===== src/rtl/mult_sequencer_if.sv =====
// Core-side handshake for the shift-add multiplier: request/operands in, product and status out.
// The core drives the master modport; mult_sequencer takes the slave modport.
interface mult_sequencer_if #(
  parameter int WL = 32
);
  logic          start;
  logic          signed_mul;
  logic [WL-1:0] src_a;
  logic [WL-1:0] src_b;
  logic [WL-1:0] hi;
  logic [WL-1:0] lo;
  logic          busy;
  logic          done;

  modport master (
    output start, signed_mul, src_a, src_b,
    input  hi, lo, busy, done
  );

  modport slave (
    input  start, signed_mul, src_a, src_b,
    output hi, lo, busy, done
  );
endinterface


===== src/rtl/mult_sequencer.sv =====
// Shift-add MULT/MULTU sequencer driving one shared (WL+1)-bit external adder for WL iterations.
// Define MULT_SIGNED_EN to enable signed MULT (magnitude operands plus a one-cycle sign-fix state).
//
// state  | meaning
// IDLE   | waiting for start; adder inputs held at zero
// RUN    | one shift-add iteration per cycle using the shared adder
// FIX    | signed build only: negate {acc,q} when the result sign is negative
// DONE   | done pulse, product on hi/lo; a new start may be accepted here
module mult_sequencer #(
  parameter int WL = 32
) (
  input  logic                i_clk,
  input  logic                i_rst,
  mult_sequencer_if.slave     s_bus,
  input  logic [WL:0]         i_adder_sum,
  output logic [WL:0]         o_adder_a,
  output logic [WL:0]         o_adder_b
);

  localparam int CW = (WL > 1) ? $clog2(WL) : 1;

  typedef enum logic [1:0] {
    S_IDLE = 2'd0,
    S_RUN  = 2'd1,
    S_FIX  = 2'd2,
    S_DONE = 2'd3
  } state_t;

  state_t        r_state;
  logic [WL-1:0] r_acc;
  logic [WL-1:0] r_q;
  logic [WL-1:0] r_m;
  logic [CW-1:0] r_cnt;
  logic          r_busy;
  logic          r_done;
  logic [WL-1:0] w_m_load;
  logic [WL-1:0] w_q_load;
  logic          w_last;

`ifdef MULT_SIGNED_EN
  logic          r_neg_res;
  logic          w_neg_a;
  logic          w_neg_b;
  logic [2*WL-1:0] w_neg_prod;

  // The most negative operand negates to itself, which read unsigned is exactly 2^(WL-1).
  assign w_neg_a    = s_bus.signed_mul & s_bus.src_a[WL-1];
  assign w_neg_b    = s_bus.signed_mul & s_bus.src_b[WL-1];
  assign w_m_load   = w_neg_a ? (~s_bus.src_a + 1'b1) : s_bus.src_a;
  assign w_q_load   = w_neg_b ? (~s_bus.src_b + 1'b1) : s_bus.src_b;
  assign w_neg_prod = ~{r_acc, r_q} + 1'b1;
`else
  logic          w_unused_signed;

  assign w_unused_signed = s_bus.signed_mul;
  assign w_m_load        = s_bus.src_a;
  assign w_q_load        = s_bus.src_b;
`endif

  assign w_last = (r_cnt == CW'(WL-1));

  always_comb begin
    o_adder_a = '0;
    o_adder_b = '0;
    if (r_state == S_RUN) begin
      o_adder_a = {1'b0, r_acc};
      o_adder_b = r_q[0] ? {1'b0, r_m} : '0;
    end
  end

  always_ff @(posedge i_clk) begin
    if (i_rst) begin
      r_state   <= S_IDLE;
      r_acc     <= '0;
      r_q       <= '0;
      r_m       <= '0;
      r_cnt     <= '0;
      r_busy    <= 1'b0;
      r_done    <= 1'b0;
`ifdef MULT_SIGNED_EN
      r_neg_res <= 1'b0;
`endif
    end else begin
      case (r_state)
        S_IDLE, S_DONE: begin
          r_done <= 1'b0;
          if (s_bus.start) begin
            r_acc     <= '0;
            r_q       <= w_q_load;
            r_m       <= w_m_load;
            r_cnt     <= '0;
            r_busy    <= 1'b1;
            r_state   <= S_RUN;
`ifdef MULT_SIGNED_EN
            r_neg_res <= w_neg_a ^ w_neg_b;
`endif
          end else begin
            r_state <= S_IDLE;
          end
        end
        S_RUN: begin
          r_acc <= i_adder_sum[WL:1];
          r_q   <= {i_adder_sum[0], r_q[WL-1:1]};
          r_cnt <= r_cnt + CW'(1);
          if (w_last) begin
`ifdef MULT_SIGNED_EN
            r_state <= S_FIX;
`else
            r_state <= S_DONE;
            r_busy  <= 1'b0;
            r_done  <= 1'b1;
`endif
          end
        end
`ifdef MULT_SIGNED_EN
        // Taken unconditionally so signed and unsigned requests share one latency.
        S_FIX: begin
          if (r_neg_res) begin
            {r_acc, r_q} <= w_neg_prod;
          end
          r_state <= S_DONE;
          r_busy  <= 1'b0;
          r_done  <= 1'b1;
        end
`endif
        default: begin
          r_state <= S_IDLE;
          r_busy  <= 1'b0;
          r_done  <= 1'b0;
        end
      endcase
    end
  end

  assign s_bus.hi   = r_acc;
  assign s_bus.lo   = r_q;
  assign s_bus.busy = r_busy;
  assign s_bus.done = r_done;

endmodule


===== src/flat_wrapper.sv =====
// flat-port wrapper written by rule: the top's interface ports become plain ports
module mult_sequencer_flat 
#(
  parameter int WL = 32
)
  (i_clk, i_rst, i_adder_sum, o_adder_a, o_adder_b, s_bus_start, s_bus_signed_mul, s_bus_src_a, s_bus_src_b, s_bus_hi, s_bus_lo, s_bus_busy, s_bus_done);
  mult_sequencer_if #(.WL(WL)) s_bus_i ();
  input  logic i_clk;
  input  logic i_rst;
  input  logic [WL:0] i_adder_sum;
  output logic [WL:0] o_adder_a;
  output logic [WL:0] o_adder_b;
  input wire logic [$bits(s_bus_i.start)-1:0] s_bus_start;
  input wire logic [$bits(s_bus_i.signed_mul)-1:0] s_bus_signed_mul;
  input wire logic [$bits(s_bus_i.src_a)-1:0] s_bus_src_a;
  input wire logic [$bits(s_bus_i.src_b)-1:0] s_bus_src_b;
  output wire logic [$bits(s_bus_i.hi)-1:0] s_bus_hi;
  output wire logic [$bits(s_bus_i.lo)-1:0] s_bus_lo;
  output wire logic [$bits(s_bus_i.busy)-1:0] s_bus_busy;
  output wire logic [$bits(s_bus_i.done)-1:0] s_bus_done;
  assign s_bus_i.start = s_bus_start;
  assign s_bus_i.signed_mul = s_bus_signed_mul;
  assign s_bus_i.src_a = s_bus_src_a;
  assign s_bus_i.src_b = s_bus_src_b;
  assign s_bus_hi = s_bus_i.hi;
  assign s_bus_lo = s_bus_i.lo;
  assign s_bus_busy = s_bus_i.busy;
  assign s_bus_done = s_bus_i.done;
  mult_sequencer #(.WL(WL)) u_core (.i_clk(i_clk), .i_rst(i_rst), .s_bus(s_bus_i), .i_adder_sum(i_adder_sum), .o_adder_a(o_adder_a), .o_adder_b(o_adder_b));
endmodule

===== config.mk =====
export PLATFORM = sky130hd
export DESIGN_NAME = mult_sequencer_flat
export DESIGN_NICKNAME = d
export VERILOG_FILES = /design/src/rtl/mult_sequencer_if.sv /design/src/rtl/mult_sequencer.sv /design/src/flat_wrapper.sv
export SDC_FILE = /design/constraint.sdc
export NUM_CORES = 1
export LEC_CHECK = 0
export CORE_ASPECT_RATIO = 1.5
export CORE_UTILIZATION = 41
export DETAILED_ROUTE_END_ITERATION = 8
export PLACE_DENSITY = 0.94
export SYNTH_ARGS = -nofsm -noshare
export SYNTH_HDL_FRONTEND = slang
export SYNTH_SLANG_ARGS = --single-unit

===== constraint.sdc =====
create_clock -name i_clk -period 2.3 [get_ports i_clk]
set_input_delay 0.46 -clock i_clk [delete_from_list [all_inputs] [get_ports i_clk]]
set_output_delay 0.46 -clock i_clk [all_outputs]
set_load 0.005 [all_outputs]

==> impl_results.md <==
* Die Wd at between 80 and 90 µm
* Clock power frac at 0.347
* Vias at roughly 4700
* Final worst slack at roughly 0.040 ns
* Crit-path max FO at 30
* Clock transition at path regs at around 0.07 ns
* Final core occ at 0.671
* All-layer global routing usage at 0.238
* Vias per cell at about 5.1
* Layout cell share with drive strength beyond 1 at 0.0701
* Met2 Wirelength at about 7400 µm
* Fin cells at approximately 920
* Total grt overflow at 0
* Slew Viols, Final at 0
* Period utilisation layout at 0.982
* Req. time, crit path at roughly 1.8 ns
* Initial DRC Count at 202
* Hold-fix buffers, CTS at 0
* Fin Setup TNS at 0 ns
* CTS tree: done
* Largest net degree at the start of global routing at 66
* Logic pwr share at 0.189
* Synthesized netlist cell count at approximately 560
* Fmax at roughly 440 MHz
* DIE AREA at ~12000 µm²
* Vias in the first global route at 4558
* Most frequent cells in the layout: 210 x clkdlybuf4s50_1, 103 x nand2_1, 103 x dfxtp_1, 69 x a21oi_1, 38 x nor2_1
* Sw Ratio at 0.262
* Worst setup EP type: primary output
* Antenna Cells at 0
* Worst Path Class, Setup: register to primary output
* Total Nets Final at a little under 900
* Final GP Congestion at approximately 0.8
* Antenna violations before repair at 0
* Routed wire length at ~14000 µm
* M1 WL at about 5400 µm
* Pwr dens at 581 nW/µm²
* Met3 WL at 754 µm
* Fill cells at about 900
* Residual DRC count at 0
* Sequential area share after synthesis at 0.449
* Uppermost layer routed: met4
* CTS Buf Count at 9
* Arr. time, crit path at about 1.8 ns
* Routed Antenna Nets at 0
* Tmin final at roughly 2.3 ns
* Run status: finished, final reports clean
* Initial Util at 0.423
* Leakage power at roughly 3.0 nW
* Synthesis Warnings at 0
* Mapped cell area at between 4000 and 5000 µm²
* Htree depth at 3
* Final clock skew at ~0.009 ns
* # rows at 47
* Setup violators final at 0
* VDD IR-drop max at roughly 0.46 mV
* Most common cell after layout, fill and taps aside: clkdlybuf4s50_1
* Worst hold slack at approximately 0.45 ns
* Chip height at around 130 µm
* Reg2Reg Setup Slack at about 0.33 ns
* Placed cells at ~900
* Initial DRT Pass Iterations at 4
* Fin. Hold Viols at 0
* Area grow syn2layout at 58.3%
* Clock buffer depth at 2
* Max-cap violations at 0
* Clock sink count at 105
* Startpoint class of the critical path: register
* Core area at 11100 µm²
* Switching pwr at ~1.1 mW
* Storage cell area at roughly 2100 µm²
* Yosys reg bits at 105
* # IOs at around 230
* Average cell area after synthesis at around 8.3 µm²
* Post-detail-place hpwl at 9650 µm
* Root buffer cell: clkbuf_16
* IO buf count at 229
* Routed len/inst at 15.4 µm
* Type of the tightest min-delay check: register to register
* Sequential cell fraction of total power at 0.464
* Multi-input gate area at ~2300 µm²
* Pre-CTS setup slack at between 0.15 and 0.2 ns
* Cell variety after synth at 29
* Int Power at between 3 and 4 mW
* Worst-Skew Late Latency at around 0.34 ns
* First-pass GRT wire length at ~22000 µm
[worst max-delay path, stage by stage (launching register included)]
cell and delay (ns):
dfxtp_2 0.33, inv_1 0.08, ha_4 0.19, buf_12 0.17
and2_1 0.17, clkdlybuf4s50_1 0.51
[metal layers]
metal	vias up	track usage
met3	41	0.0487
met2	181	0.419
met1	2186	0.260
li1	2310	-
met4	0	0.124
met5	-	0
[power by group through the flow]
| stage | combinational (mW) | clock (mW) | sequential (mW) |
|---|---|---|---|
| floorplan | 0.389 | 0 | 2.03 |
| global placement | 0.781 | 0 | 2.03 |
| detailed placement | 0.796 | 0 | 2.04 |
| CTS | 0.812 | 1.53 | 2.00 |
| global route | 0.889 | 1.61 | 2.01 |
| finish | 0.816 | 1.49 | 2.00 |
[state kept, by name (all words and copies together), names as in the netlist]
| register | flops |
|---|---|
| u_core.r_cnt | 5 |
| u_core.s_bus.done | 1 |
| u_core.s_bus.hi | 32 |
| u_core.r_m | 32 |
| u_core.s_bus.lo | 32 |
| u_core.s_bus.busy | 1 |
| u_core.r_state | 2 |
[timing repair]
item | CTS | global route
cloned | 1 | 1
buffers inserted | 0 | 1
endpoints found under the setup margin | 27 | 40
resized for setup | 12 | 10
endpoints found under the hold margin | 0 | 0
[cell type report]
cell class | instances | area share
repair buffers | 246 | 0.340
multi-input cells | 398 | 0.309
flip-flops and latches | 105 | 0.284
clock buffers | 11 | 0.0341
well taps | 147 | 0.0248
clock inverters | 5 | 0.00506
inverters | 5 | 0.00253
[cell families after synthesis]
family / count (synthesis) / synth area share
adders and majority gates: 4 / 0.0107
AOI/OAI and AO/OA: 106 / 0.145
other: 1 / 0.000801
muxes: 34 / 0.0764
DFF: 105 / 0.449
and+or+nand+nor: 252 / 0.253
buffers and inverters: 59 / 0.0657
[synth_stat cells (all sizes together)]
master | instances | area (µm²)
dfxtp | 105 | 2100
nand2 | 103 | 387
a21oi | 69 | 345
nor2 | 38 | 143
nand3 | 35 | 175
a211oi | 33 | 298
and2 | 33 | 206
and3 | 33 | 206
mux2i | 33 | 343
buf | 27 | 188
clkbuf | 27 | 101
inv | 5 | 18.8
ha | 4 | 50.1
nand2b | 2 | 12.5
nand3b | 2 | 15.0
nor3 | 2 | 10.0
o311ai | 2 | 17.5
or2 | 2 | 12.5
a2111oi | 1 | 8.76
a32oi | 1 | 8.76
conb | 1 | 3.75
mux2 | 1 | 15.0
nor2b | 1 | 6.26
or3b | 1 | 8.76
[path summary, 6_finish.rpt]
path | startpoint | to | cells after the start
max | u_core.r_state[1] | o_adder_a[15] | 5
min reg2reg | u_core.r_m[1] | u_core.r_m[1] | 2
max reg2reg | u_core.r_state[1] | u_core.r_cnt[3] | 7
min | u_core.r_m[1] | u_core.r_m[1] | 2
[stage by stage]
step / area, µm² / power, mW
5_1_grt: 7410 / 4.51
4_1_cts: 7360 / 4.34
3_3_place_gp: 7050 / 2.81
3_5_place_dp: 7050 / 2.83
6_report: 7410 / 4.31
2_1_floorplan: 4690 / 2.42
Power figures use the tool's default switching activity.
